### src/rtl/clb_cfg_loader.sv
// Serial configuration loader for one CLB: preamble hunt, 37-bit frame shift, even-parity check, atomic commit.
// Optional readback of the committed configuration is compiled in with `define CFG_READBACK_EN.
module clb_cfg_loader #(
  parameter int          CFG_W    = 37,
  parameter logic [7:0]  PREAMBLE = 8'b0010_1101,
  // Packed from the per-field reset values: MEM=16'h0116, mux2/3/4=2'b10, mux5/6=2'b00, O2M=6'b000111
  parameter logic [CFG_W-1:0] CFG_RST = 37'h00_22C5_4038
) (
  input  logic        K,
  input  logic        RST,
  input  logic        DIN,
  input  logic        DIN_VALID,
`ifdef CFG_READBACK_EN
  input  logic        RB_REQ,
  output logic        DOUT,
  output logic        DOUT_VALID,
`endif
  output logic [15:0] MEM,
  output logic [1:0]  COMBOPTION,
  output logic [1:0]  MUX2SEL,
  output logic [1:0]  MUX3SEL,
  output logic [1:0]  MUX4SEL,
  output logic [1:0]  MUX5SEL,
  output logic [1:0]  MUX6SEL,
  output logic [5:0]  O2M,
  output logic [1:0]  DQMUX,
  output logic        FLOPORLATCH,
  output logic        BUSY,
  output logic        CFG_DONE,
  output logic        CFG_ERR
);

  // state    | meaning
  // IDLE     | hunting for preamble in the valid bit stream
  // SHIFT    | collecting the 37 payload bits into the shadow register
  // PARITY   | next valid bit is the even-parity bit
  // CHECK    | commit shadow (pass) or flag error (fail), one cycle
  // READBACK | streaming committed config plus parity on DOUT (optional)
  typedef enum logic [2:0] {
    IDLE,
    SHIFT,
    PARITY,
    CHECK
`ifdef CFG_READBACK_EN
    , READBACK
`endif
  } state_t;

  localparam int CNT_W = $clog2(CFG_W + 1);

  state_t             state_q, state_d;
  logic [6:0]         hist_q;   // only the 7 most recent bits matter; DIN supplies the 8th
  logic [CFG_W-1:0]   shadow_q;
  logic [CFG_W-1:0]   cfg_q;
  logic [CNT_W-1:0]   bit_cnt_q;
  logic               par_q;
  logic               pass_q;
  logic               done_q;
  logic               err_q;
  logic               commit;
  logic               reject;
`ifdef CFG_READBACK_EN
  logic               rb_start;
  logic [CFG_W-1:0]   rb_sh_q;
  logic [CNT_W-1:0]   rb_cnt_q;
  logic               dout_q;
  logic               dout_valid_q;
`endif

  always_ff @(posedge K) begin
    if (RST) state_q <= IDLE;
    else     state_q <= state_d;
  end

  always_comb begin
    state_d = state_q;
    commit  = 1'b0;
    reject  = 1'b0;
    BUSY    = 1'b0;
`ifdef CFG_READBACK_EN
    rb_start = 1'b0;
`endif
    case (state_q)
      IDLE: begin
`ifdef CFG_READBACK_EN
        if (RB_REQ) begin
          state_d  = READBACK;
          rb_start = 1'b1;
        end else
`endif
        if (DIN_VALID && ({hist_q, DIN} == PREAMBLE)) state_d = SHIFT;
      end
      SHIFT: begin
        BUSY = 1'b1;
        if (DIN_VALID && (bit_cnt_q == '0)) state_d = PARITY;
      end
      PARITY: begin
        BUSY = 1'b1;
        if (DIN_VALID) state_d = CHECK;
      end
      CHECK: begin
        BUSY    = 1'b1;
        state_d = IDLE;
        commit  = pass_q;
        reject  = ~pass_q;
      end
`ifdef CFG_READBACK_EN
      READBACK: begin
        BUSY = 1'b1;
        if (rb_cnt_q == '0) state_d = IDLE;
      end
`endif
      default: state_d = IDLE;
    endcase
  end

  always_ff @(posedge K) begin
    if (RST) begin
      hist_q    <= '0;
      shadow_q  <= '0;
      cfg_q     <= CFG_RST;
      bit_cnt_q <= '0;
      par_q     <= 1'b0;
      pass_q    <= 1'b0;
      done_q    <= 1'b0;
      err_q     <= 1'b0;
    end else begin
      done_q <= commit;
      err_q  <= reject;
      if (commit) cfg_q <= shadow_q;
      case (state_q)
        IDLE: begin
          bit_cnt_q <= CNT_W'(CFG_W - 1);
          par_q     <= 1'b0;
          if (DIN_VALID) hist_q <= {hist_q[5:0], DIN};
        end
        SHIFT: if (DIN_VALID) begin
          shadow_q <= {shadow_q[CFG_W-2:0], DIN};
          par_q    <= par_q ^ DIN;
          if (bit_cnt_q != '0) bit_cnt_q <= bit_cnt_q - CNT_W'(1);
        end
        PARITY: if (DIN_VALID) pass_q <= ~(par_q ^ DIN);
        // back-to-back frames must present a complete fresh preamble
        CHECK: hist_q <= '0;
        default: ;
      endcase
    end
  end

`ifdef CFG_READBACK_EN
  always_ff @(posedge K) begin
    if (RST) begin
      rb_sh_q      <= '0;
      rb_cnt_q     <= '0;
      dout_q       <= 1'b0;
      dout_valid_q <= 1'b0;
    end else if (rb_start) begin
      // MSB goes out immediately; the shifter holds the rest with parity appended
      rb_sh_q      <= {cfg_q[CFG_W-2:0], ^cfg_q};
      rb_cnt_q     <= CNT_W'(CFG_W);
      dout_q       <= cfg_q[CFG_W-1];
      dout_valid_q <= 1'b1;
    end else if (state_q == READBACK) begin
      if (rb_cnt_q == '0) begin
        dout_q       <= 1'b0;
        dout_valid_q <= 1'b0;
      end else begin
        dout_q   <= rb_sh_q[CFG_W-1];
        rb_sh_q  <= {rb_sh_q[CFG_W-2:0], 1'b0};
        rb_cnt_q <= rb_cnt_q - CNT_W'(1);
      end
    end
  end

  assign DOUT       = dout_q;
  assign DOUT_VALID = dout_valid_q;
`endif

  assign MEM         = cfg_q[36:21];
  assign COMBOPTION  = cfg_q[20:19];
  assign MUX2SEL     = cfg_q[18:17];
  assign MUX3SEL     = cfg_q[16:15];
  assign MUX4SEL     = cfg_q[14:13];
  assign MUX5SEL     = cfg_q[12:11];
  assign MUX6SEL     = cfg_q[10:9];
  assign O2M         = cfg_q[8:3];
  assign DQMUX       = cfg_q[2:1];
  assign FLOPORLATCH = cfg_q[0];
  assign CFG_DONE    = done_q;
  assign CFG_ERR     = err_q;

endmodule

### config.mk
export PLATFORM = sky130hd
export DESIGN_NAME = clb_cfg_loader
export DESIGN_NICKNAME = d
export VERILOG_FILES = /design/src/rtl/clb_cfg_loader.sv
export SDC_FILE = /design/constraint.sdc
export NUM_CORES = 1
export LEC_CHECK = 0
export CORE_UTILIZATION = 50
export DETAILED_ROUTE_END_ITERATION = 16
export PLACE_DENSITY = 0.8
export RECOVER_POWER = 100
export SYNTH_ARGS = -nofsm -noshare
export SYNTH_HDL_FRONTEND = slang
export SYNTH_SLANG_ARGS = --single-unit
### constraint.sdc
create_clock -name K -period 2.1 [get_ports K]
set_input_delay 0.63 -clock K [delete_from_list [all_inputs] [get_ports K]]
set_output_delay 0.63 -clock K [all_outputs]
set_load 0.01 [all_outputs]
# After elaboration in Yosys (flattened, before gate mapping)

Index checks and enable logic that the tools add are counted.

Input port bits: 4
Flip-flop bits (word level): 94
Output and inout port bits: 40

Reductions and logical operators: 15
Bitwise logic cells: 4
Muxes and demuxes: 13
Add/sub/neg operators: 1
Equal/unequal tests: 10

Operator list:

| kind                                                                   | count |
|---|---|
| 7-bit one-hot mux with 2 select lines                                  | 1 |
| 6-bit 2-to-1 mux                                                       | 2 |
| 2-bit != test (second input constant)                                  | 6 |
| 6-bit one-hot mux with 2 select lines                                  | 1 |
| 3-bit 2-to-1 mux                                                       | 3 |
| 3-bit one-hot mux with 3 select lines                                  | 1 |
| 8-bit by 6-bit equality test with 1-bit output (second input constant) | 1 |
| 2-bit AND reduction                                                    | 4 |
| 7-bit 2-to-1 mux                                                       | 1 |
| 3-bit by 2-bit equality test with 1-bit output (second input constant) | 2 |
| 6-bit zero test                                                        | 1 |
| 3-bit AND reduction                                                    | 2 |
| 6-bit nonzero test                                                     | 1 |
| 6-bit by 1-bit subtractor with 6-bit output (second input constant)    | 1 |
| 2-bit nonzero test                                                     | 2 |
| 3-bit by 1-bit equality test with 1-bit output (second input constant) | 1 |
| 3-bit zero test                                                        | 1 |
| 1-bit 2-to-1 mux                                                       | 3 |
| 1-bit inverter                                                         | 3 |
| 3-bit OR reduction                                                     | 1 |
| 1-bit logical AND                                                      | 2 |
| 1-bit one-hot mux with 2 select lines                                  | 1 |
| 2-bit OR reduction                                                     | 1 |
| 1-bit bitwise XOR                                                      | 1 |

# Depth between registers and ports, before layout

Gate-level depths: netlist of the first run.

Depth after elaboration: 4
Mapped depth: 7

# Worst setup path before layout of the first run

Ideal clock, no wire load.

Path kind: input port to flip-flop
Start: input port DIN
End: register state_q[1]
Path buffers: 0
Stages: 4
Slack: 0.583 ns
Data required time: 1.979 ns
Data arrival time: 1.396 ns
Cell sequence: or4bb_1 > o21ai_1 > a21oi_1 > mux2i_1

Cells in the longest elaborated chain, start to end: 4

RTL lines:

| what                                           | line | source |
|---|---|---|
| start, declared                                | 11   | `input logic DIN,` |
| 8-bit by 6-bit equality test with 1-bit output | 91   | `if (DIN_VALID && ({hist_q, DIN} == PREAMBLE)) state_d = SHIFT;` |
| 1-bit logical AND                              | 91   |  |
| 2-bit != test (no source line)                 | --   |  |
| 3-bit AND reduction (no source line)           | --   |  |
| end signal, assigned                           | 72   | `else state_q <= state_d;` |
| end, declared                                  | 51   | `state_t state_q, state_d;` |

No other way between the ends.
A chain may end at the register's enable or synchronous reset.

# Worst setup path after layout of the first run

Start: register state_q[0]
End: output port BUSY

Cells in the longest elaborated chain, start to end: 3
Elaborated cells between the ends (all ways): 5
Classes of those cells: 3 x eq/ne; 1 x mux; 1 x reduce/logical

RTL lines:

| what                                                                                                             | line | source |
|---|---|---|
| 3-bit by 2-bit equality test with 1-bit output or 3-bit by 1-bit equality test with 1-bit output (tied branches) | 83   | `case (state_q)` |
| 3-bit OR reduction (no source line) *                                                                            | --   |  |
| 1-bit 2-to-1 mux *                                                                                               | 83   |  |
| end, declared                                                                                                    | 28   | `output logic BUSY,` |

Mark *: on every way between the ends. The rest lies on a longest branch, timed or not.

==> summary.txt, run 1 <==
Global route
  – Total grt overflow: 0
  – First-pass GRT wire length: 11,300 um
  – Initial antenna violation count: 0
  – Total global-route track usage: 19.3%
  – Largest net degree at the start of global routing: 41
  – Number of global-route vias before repair: 2,666

Run status
  – Status: completed

Route
  – Wirelength per Cell: 11.5 um
  – DR top layer: met4
  – WL met2: 3100 um
  – DRC violations left: 0
  – Wirelength, routed: 6550 um
  – Routed Antenna Nets: 0
  – Drt pass-1 iters: 5
  – Initial DRC count: about 130
  – WL met1: 3140 um
  – Via count: 2,864
  – DR vias/cell: 5.05
  – Routed met3 length: around 190 um

Synth
  – Register area share after synthesis: approximately 53%
  – Yosys Warn Count: 0
  – Synthesized cell area: between 0.003 and 0.004 mm2
  – Syn_nets: about 440
  – Synth unique cells: 37
  – Top cells by area, synth: dfxtp_1, nand2_1, a21oi_1
  – Cell taking the most area after synthesis: dfxtp_1
  – Syn Area/Cell: 8.24 um2
  – Synth Instances: 425
  – Top cell type's share of synthesized area: 53.2%
  – Flops & latches, synth: 93

CTS
  – Hold-fix buffers, CTS: 0
  – CTS H-tree lvls: 3
  – CTS tree: built
  – Total clock sinks: between 90 and 100
  – Clk pin slew, worst setup/hold paths: 0.08 ns
  – Clock Tree Buf Depth: 2
  – Total clock buffers created by CTS: 9
  – CTS root buf: clkbuf_8
  – Worst-skew pair later-pin latency: 0.35 ns

Placement
  – Port Buffers: 43
  – RePlAce Congestion: just under 0.8
  – Hpwl dp: 4420 um
  – Placed cell count: 552

Layout
  – Cell Count, Final, Fillers Out: 567
  – Share of layout cells above drive strength 1: 6.79%
  – Nets: 479
  – ANT cells: 0
  – Area grow syn2layout: 21.8%

STA
  – RSZ-0062 raised after global routing: no
  – Fin. Hold Viols: 0
  – Period utilisation layout: 92.1%
  – Max-slew headroom: about half
  – Slew Viols, Final: 0
  – Setup violators final: 0
  – FMAX: 0.517 GHz
  – Worst-margin pin slew: ~0.72 ns
  – Final min period: 1.94 ns
  – Clock skew: 0.00706 ns

Power and ir drop
  – Pwr Density: 715 mW/mm2
  – Leakage: 0.00158 uW
  – Tot Pwr: 3050 uW
  – VDD IR-drop max: 406 uV

Critical path
  – Critical path class: flop to output pin
  – CP endpoint kind: output pin
  – Req. time, crit path: 1.47 ns
  – Crit path launch type: flop
  – Critical path arrival: 1.31 ns
  – CP Max Fanout: 4

Floorplanning
  – Num rows: 30
  – Die span in y: 85.7 um
  – Initial core utilization: 51.5%
  – DIE AREA: 0.00734 mm2
  – Num ports: 44
  – Die W: approximately 86 um
  – Core ar.: 0.00679 mm2

Worst hold path
  – Worst min-delay path category: flop to flop

Run
  – Max-cap violations: 0
[synthesized netlist by cell type, drive strengths merged]
| master | n |
|---|---|
| a21oi | 68 |
| o21a | 1 |
| nor2 | 16 |
| mux2 | 1 |
| nand2 | 154 |
| nor3 | 5 |
| nor3b | 1 |
| o2111ai | 1 |
| dfxtp | 93 |
| nand2b | 4 |
| a211o | 1 |
| nand3 | 2 |
| xnor2 | 1 |
| o21ai | 1 |
| or3 | 1 |
| mux2i | 4 |
| xor2 | 3 |
| buf | 11 |
| nand4bb | 1 |
| nor2b | 1 |
| o31a | 1 |
| ha | 8 |
| nand3b | 10 |
| a22oi | 7 |
| a311oi | 1 |
| clkbuf | 15 |
| inv | 6 |
| a211oi | 2 |
| or4bb | 1 |
| and2 | 2 |
| nor4 | 1 |
| o211ai | 1 |
[repair_timing]
item,4_1_cts,5_1_grt
buffers inserted,0,0
gates resized for setup,3,0
endpoints found under the setup margin,1,0
[layout by cell type, fill, tap and decap left out, drive strengths merged, types with 2 or more instances in the layout]
master / n
dfxtp: 93
clkinv: 2
clkbuf: 19
a211oi: 2
nor3: 5
nor2: 16
a21oi: 68
buf: 8
xor2: 3
inv: 6
and2: 2
ha: 8
dlygate4sd3: 41
nand3: 2
nand2b: 4
a22oi: 7
nand2: 154
nand3b: 10
mux2i: 4
[final timing paths]
check | startpoint | to | slack, ns | cells after the start
max | state_q[0] | BUSY | 0.16 | 4
min | cfg_q[31] | cfg_q[31] | 0.45 | 2
max reg2reg | state_q[1] | shadow_q[32] | 0.29 | 7
min reg2reg | cfg_q[31] | cfg_q[31] | 0.45 | 2
[cell families (layout without fill, tap and decap cells)]
group	Yosys count	count (layout)	share of synthesized area, %
AND/OR/NAND/NOR	199	199	24.1
flip-flops	93	93	53.2
AO/OA/AOI/OAI	84	84	13.6
buffers and inverters	32	78	3.72
adder cells (fa/ha/maj)	8	8	2.86
multiplexers	5	5	1.57
XOR/XNOR	4	4	1.00
[flip-flops by register name (all words and copies together), names as in the netlist]
| name | cells |
|---|---|
| cfg_q | 37 |
| CFG_ERR | 1 |
| hist_q | 7 |
| CFG_DONE | 1 |
| par_q | 1 |
| pass_q | 1 |
| state_q | 2 |
| bit_cnt_q | 6 |
| shadow_q | 37 |
[critical path, cell delays in order (launching register included)]
cell and delay (ns):
dfxtp_2 0.36, inv_1 0.09, ha_1 0.21, inv_1 0.05
dlygate4sd2_1 0.25
[report_power, final]
| group | leakage (uW) | switching [uW] | internal [uW] |
|---|---|---|---|
| combinational | 0.000719 | 42.0 | 24.5 |
| clock | 0.000108 | 571 | 641 |
| sequential | 0.000751 | 3.83 | 1770 |
[metrics by stage]
stage / hold slack, ns / instance area [um2] / setup slack, ns / setup TNS, ns / util, %
floorplan: 0.432 / 3500 / 0.583 / 0 / -
global placement: 0.443 / 4080 / 0.0679 / 0 / 60.1
detailed placement: 0.446 / 4080 / -0.00259 / -0.00259 / 60.1
CTS: 0.458 / 4290 / 0.149 / 0 / 63.2
global route: 0.469 / 4270 / 0.0676 / 0 / 62.8
finish: 0.451 / 4270 / 0.165 / 0 / 62.8
[layout make-up]
cell class / count / area [um2]
Fill cell: 580 / 2530
Tap cell: 96 / 120
Clock buffer: 12 / 165
Clock inverter: 3 / 43.8
Sequential cell: 93 / 1860
Timing Repair Buffer: 57 / 543
Multi-Input combinational cell: 300 / 1510
Inverter: 6 / 22.5
[metal layers]
metal / GRT usage (%) / up-vias
met3: 4.33 / 11
li1: - / 1471
met1: 23.7 / 1331
met4: 9.55 / 0
met5: 0 / -
met2: 32.1 / 51
Power figures use the tool's default switching activity.
==> run 2: changes to the inputs <==
--- a/config.mk
+++ b/config.mk
@@ -8,7 +8,6 @@
 export CORE_UTILIZATION = 50
 export DETAILED_ROUTE_END_ITERATION = 16
 export PLACE_DENSITY = 0.8
-export RECOVER_POWER = 100
 export SYNTH_ARGS = -nofsm -noshare
 export SYNTH_HDL_FRONTEND = slang
 export SYNTH_SLANG_ARGS = --single-unit
==> run 2 against run 1 <==
Fmax decreased by 0.36%. Non-clock buffer count did not move. Global-route usage is the same.
==> summary.txt, run 2 (synthesized netlist as in run 1, its figures left out) <==
Power and ir drop
  – Pwr Density: 711 mW/mm2 (-0.52%)
  – Sw Pwr: 617 uW (about the same)
  – Tot Pwr: 3050 uW (about the same)
  – Sequential share of power: 58.0% (about the same)
  – Pint: 2430 uW (+0.13%)
  – Sw Ratio: 20.2% (-0.031 points)
  – VDD IR-drop max: 407 uV (+0.25%)
  – Leakage: 0.00152 uW (-3.4%)
  – Clock share of power: 39.7% (about the same)
  – Combinational share of power: 2.3% (about the same)

Critical path
  – Req. time, crit path: 1.47 ns (about the same)
  – Crit path launch type: flop
  – R2R setup slack: 0.46 ns (+0.17 ns)
  – RR Endpoint: bit_cnt_q[1]
  – R2R cell count: 6 (-1)
  – Critical path class: flop to output pin
  – Critical Path Start: state_q[0]
  – CP endpoint kind: output pin
  – Worst Setup EP: BUSY
  – Critical path arrival: 1.31 ns (about the same)
  – Reg2reg start: state_q[1]
  – CP Max Fanout: 4 (unchanged)

CTS
  – CTS root buf: clkbuf_8
  – Total clock sinks: 93 (unchanged)
  – CTS H-tree lvls: 3 (unchanged)
  – Worst-skew pair later-pin latency: 0.35 ns (about the same)
  – Hold-fix buffers, CTS: 0 (unchanged)
  – CTS tree: built
  – Total clock buffers created by CTS: 9 (unchanged)
  – Clock Tree Buf Depth: 2 (unchanged)
  – Clk pin slew, worst setup/hold paths: 0.08 ns (about the same)

STA
  – Setup violators final: 0 (unchanged)
  – Max-slew headroom: 72.9% (+21 points)
  – FMAX: 0.515 GHz (-0.36%)
  – Clock skew: 0.00700 ns (-0.0000648 ns)
  – Slew Viols, Final: 0 (unchanged)
  – Fin. Hold Viols: 0 (unchanged)
  – Period utilisation layout: 92.5% (+0.33 points)
  – Post-route setup slack: 0.158 ns (-0.00703 ns)
  – RSZ-0062 raised after global routing: no
  – Final min period: 1.94 ns (+0.00703 ns)
  – Worst-margin pin slew: 0.407 ns (-0.317 ns)

Placement
  – Place WS: -0.00259 ns (unchanged)
  – Port Buffers: 43 (unchanged)
  – Placed cell count: 552 (unchanged)
  – RePlAce Congestion: 0.783 (unchanged)
  – Hpwl dp: 4420 um (unchanged)

Layout
  – Regs by FF count: cfg_q: 37 flops, shadow_q: 37 flops, hist_q: 7 flops
  – Most frequent cells in the layout: nand2_1, dfxtp_1, a21oi_1, clkdlybuf4s50_1, nor2_1
  – Nets: 479 (unchanged)
  – Area grow syn2layout: 22.6%
  – ANT cells: 0 (unchanged)
  – Cell Count, Final, Fillers Out: 567 (unchanged)
  – Commonest non-fill, non-tap cell in the layout: nand2_1
  – Share of layout cells above drive strength 1: 8.07% (+1.3 points)

Route
  – Via count: 2,849 (-0.52%)
  – Wirelength, routed: 6560 um (+0.20%)
  – DR vias/cell: 5.02 (-0.52%)
  – DRC violations left: 0 (unchanged)
  – Wirelength per Cell: 11.6 um (+0.20%)
  – Drt pass-1 iters: 6 (+1)
  – Initial DRC count: 120 (-9.1%)
  – Routed Antenna Nets: 0 (unchanged)

Floorplanning
  – Num ports: 44 (unchanged)
  – DIE AREA: 0.00734 mm2 (unchanged)
  – Initial core utilization: 51.5% (unchanged)
  – Die W: 85.7 um (unchanged)
  – Num rows: 30 (unchanged)
  – Core ar.: 0.00679 mm2 (unchanged)
  – Die span in y: 85.7 um (unchanged)

Run
  – Max-cap violations: 0 (unchanged)

Worst hold path
  – Worst min-delay path category: flop to flop
  – Worst hold path depth: 2 (unchanged)

Global route
  – Total global-route track usage: 19.3% (unchanged)
  – Number of global-route vias before repair: 2,666 (unchanged)
  – Total grt overflow: 0 (unchanged)
  – Initial antenna violation count: 0 (unchanged)
  – Largest net degree at the start of global routing: 41 (unchanged)
  – First-pass GRT wire length: 11,300 um (unchanged)

Run status
  – Status: completed
run 2: cell count changes in the layout (fill, tap and decap cells not counted), sizes merged:
cell           change
dlygate4sd3       -41
buf                +7
clkbuf             -7
clkdlybuf4s50     +41
run 2: metal layers:
layer / vias to the layer above / part of all wire [%] / GRT usage (%)
met3: 11 / 2.6 / 4.33
met4: 0 / 2.0 / 9.55
met2: 46 / 48 / 32.1
li1: 1467 / - / -
met1: 1325 / 48 / 23.7
met5: - / 0 / 0
run 2: what timing repair did:
item                       4_1_cts  5_1_grt
gates resized for setup          3        0
setup endpoints to repair        1        0
setup buffers                    0        0
run 2: layout make-up:
cell class	count	area, um2
multi-input combinational	300	1510
clock inverter	3	43.8
inverter	6	22.5
fill	573	2500
sequential	93	1860
clock buffer	12	165
tap	96	120
timing repair buffer	57	567
run 2: worst max-delay path, stage by stage, from the launching register on:
cell	delay (ns)
dfxtp_2	0.37
inv_1	0.10
ha_1	0.21
inv_1	0.05
dlygate4sd2_1	0.25
run 2: how the worst min path moves through the flow:
stage,start,endpoint,slack [ns]
after floorplan,shadow_q[36],cfg_q[36],0.43
after global placement,cfg_q[30],cfg_q[30],0.44
after detailed placement,cfg_q[1],cfg_q[1],0.45
after CTS,cfg_q[1],cfg_q[1],0.46
after global routing,cfg_q[31],cfg_q[31],0.47
final,cfg_q[31],cfg_q[31],0.45
run 2: metrics by stage:
stage / hold WS, ns / utilization [%] / cell area [um2] / TNS [ns]
3_5_place_dp: 0.446 / 60.1 / 4080 / -0.00259
6_report: 0.454 / 63.2 / 4290 / 0
3_3_place_gp: 0.443 / 60.1 / 4080 / 0
5_1_grt: 0.472 / 63.2 / 4290 / 0
4_1_cts: 0.458 / 63.2 / 4290 / 0
2_1_floorplan: 0.432 / - / 3500 / 0
run 2: power groups by stage:
stage | combinational, uW | sequential (uW) | clock [uW]
2_1_floorplan | 41.5 | 1810 | 0
3_3_place_gp | 68.1 | 1810 | 0
3_5_place_dp | 69.4 | 1810 | 0
4_1_cts | 69.7 | 1770 | 1240
5_1_grt | 75.6 | 1770 | 1320
6_report | 69.7 | 1770 | 1210
==> run 3: changes to the inputs <==
--- a/config.mk
+++ b/config.mk
@@ -5,9 +5,10 @@
 export SDC_FILE = /design/constraint.sdc
 export NUM_CORES = 1
 export LEC_CHECK = 0
-export CORE_UTILIZATION = 50
+export CORE_UTILIZATION = 30
+export CTS_BUF_LIST = sky130_fd_sc_hd__clkbuf_8
 export DETAILED_ROUTE_END_ITERATION = 16
-export PLACE_DENSITY = 0.8
+export PLACE_DENSITY = 0.55
 export SYNTH_ARGS = -nofsm -noshare
 export SYNTH_HDL_FRONTEND = slang
 export SYNTH_SLANG_ARGS = --single-unit
==> run 3 against run 2 <==
Hold slack improved by 0.0029 ns. Total power increased by 3.4%. Worst setup slack lost 0.0037 ns. Global-route usage fell by 6.4 points. Register-to-register slack lost 0.02 ns. Non-clock buffer count fell by 1.
==> summary.txt, run 3 (synthesized netlist as in run 1, its figures left out) <==
Run status
  – Status: completed

Power and ir drop
  – Leakage: 0.00151 uW (-0.91%)
  – Pwr Density: 727 mW/mm2 (+2.2%)
  – Tot Pwr: 3160 uW (+3.4%)
  – VDD IR-drop max: 279 uV (-31%)

Layout
  – Share of layout cells above drive strength 1: 8.07% (unchanged)
  – Fin area: 0.00434 mm2 (+1.2%)
  – Regs by FF count: cfg_q: 37 flops, shadow_q: 37 flops, hist_q: 7 flops
  – Fillers: 1,215 (+110%)
  – ANT cells: 0 (unchanged)
  – Most frequent cells in the layout: nand2_1, dfxtp_1, a21oi_1, clkdlybuf4s50_1, nor2_1
  – Commonest non-fill, non-tap cell in the layout: nand2_1
  – Area grow syn2layout: 24.1%
  – Nets: 478 (-0.21%)

Critical path
  – Req. time, crit path: 1.47 ns (about the same)
  – Slowest CP cell: dfxtp_2
  – Largest delay share family, worst path: buffers and inverters
  – Critical path arrival: 1.32 ns (about the same)
  – Critical path class: flop to output pin
  – Most Frequent Cell on Critical Path: inv_1
  – CP endpoint kind: output pin
  – Largest stage delay, worst path: 0.37 ns (about the same)
  – CP Max Fanout: 4 (unchanged)
  – Crit path launch type: flop
  – Buf+Inv Stages, Crit Path: 3 (unchanged)
  – Critical-path cell list: inv_1 -> ha_1 -> inv_1 -> dlygate4sd2_1

Floorplanning
  – Num rows: 39 (+30%)
  – DIE AREA: 0.0121 mm2 (+65%)
  – Die W: 110 um (+28%)
  – Num ports: 44 (unchanged)
  – Core ar.: 0.0114 mm2 (+68%)
  – Initial core utilization: 30.7% (-21 points)
  – Die span in y: 110 um (+28%)

CTS
  – CTS H-tree lvls: 3 (unchanged)
  – Total clock sinks: 93 (unchanged)
  – Worst-skew pair later-pin latency: 0.36 ns (about the same)
  – Total clock buffers created by CTS: 9 (unchanged)
  – Clock Tree Buf Depth: 2 (unchanged)
  – Clk pin slew, worst setup/hold paths: 0.09 ns (about the same)
  – Post-CTS Setup Bufs: 0 (unchanged)
  – CTS root buf: clkbuf_8
  – CTS tree: built

STA
  – FMAX: 0.514 GHz (-0.19%)
  – Clock skew: 0.00783 ns (+0.000829 ns)
  – RSZ-0062 raised after global routing: no
  – Slew Viols, Final: 0 (unchanged)
  – Max-slew headroom: 73.0% (+0.17 points)
  – Worst-margin pin slew: 0.404 ns (-0.00331 ns)
  – Setup TNS: 0 ns (unchanged)
  – Fin. Hold Viols: 0 (unchanged)
  – Setup violators final: 0 (unchanged)
  – Period utilisation layout: 92.7% (+0.17 points)
  – Final min period: 1.95 ns (+0.00366 ns)

Placement
  – DP Area: 0.00412 mm2 (+0.95%)
  – RePlAce Congestion: 0.727 (-7.1%)
  – Port Buffers: 43 (unchanged)
  – Hpwl dp: 4520 um (+2.3%)

Route
  – Wirelength, routed: 7160 um (+9.1%)
  – Drt pass-1 iters: 4 (-2)
  – Routed Antenna Nets: 0 (unchanged)
  – Via count: 2,830 (-0.67%)
  – Wirelength per Cell: 11.7 um (+0.79%)
  – Initial DRC count: 101 (-16%)
  – DR vias/cell: 4.61 (-8.3%)
  – DRC violations left: 0 (unchanged)

Global route
  – Largest net degree at the start of global routing: 39 (-4.9%)
  – First-pass GRT wire length: 12,100 um (+6.6%)
  – Initial antenna violation count: 0 (unchanged)
  – Total grt overflow: 0 (unchanged)
  – Number of global-route vias before repair: 2,650 (-0.60%)
  – Total global-route track usage: 12.9% (-6.4 points)

Run
  – Max-cap violations: 0 (unchanged)

Worst hold path
  – Worst min-delay path category: flop to flop
## run 3: final cells by class
class	instances	area [um2]	area share [%]
inverter	6	22.5	0.519
clock buffer	9	124	2.85
clock inverter	7	97.6	2.25
sequential	93	1860	42.9
multi-input combinational	300	1510	34.7
timing repair buffer	56	547	12.6
tap	143	179	4.12
## run 3: what timing repair did
action,4_1_cts,5_1_grt
hold endpoints to repair,0,0
setup endpoints to repair,1,0
resized for setup,3,0
hold buffers,0,0
## run 3: where the power goes
part | internal, uW | switching (uW)
registers | 1770 | 4.00
logic | 24.0 | 42.7
clock network | 675 | 644
total | 2460 | 691
## run 3: final timing paths
kind	slack (ns)	start	end	cells after the start
setup reg to reg	0.44	state_q[1]	par_q	7
hold / removal	0.46	cfg_q[28]	cfg_q[28]	2
hold reg to reg	0.46	cfg_q[28]	cfg_q[28]	2
setup / recovery	0.15	state_q[0]	BUSY	4
## run 3: per-layer routing
layer	vias up	wire length (um)	global-route usage (%)
li1	1467	-	-
met1	1320	3550	16.2
met2	38	3280	21.0
met3	5	269	4.12
met4	0	57	3.71
met5	-	0	0
## run 3: stage by stage
step                util, %  worst slack [ns]  hold WS, ns  instances
finish                 38.0             0.154        0.457        614
floorplan                 -             0.583        0.432        425
global route           38.0            0.0586        0.478        614
detailed placement     36.1            0.0198        0.448        598
CTS                    38.0             0.124        0.461        614
global placement       36.1            0.0499        0.445        598
## run 3: worst reg2reg max path, delay by kind of cell, from the launching register on
kind                       cells  cell delay [ns]
adders and majority gates      1             0.28
xor gates and xnor gates       1             0.15
DFF                            1             0.36
and+or+nand+nor                3             0.51
buffers and inverters          2             0.29
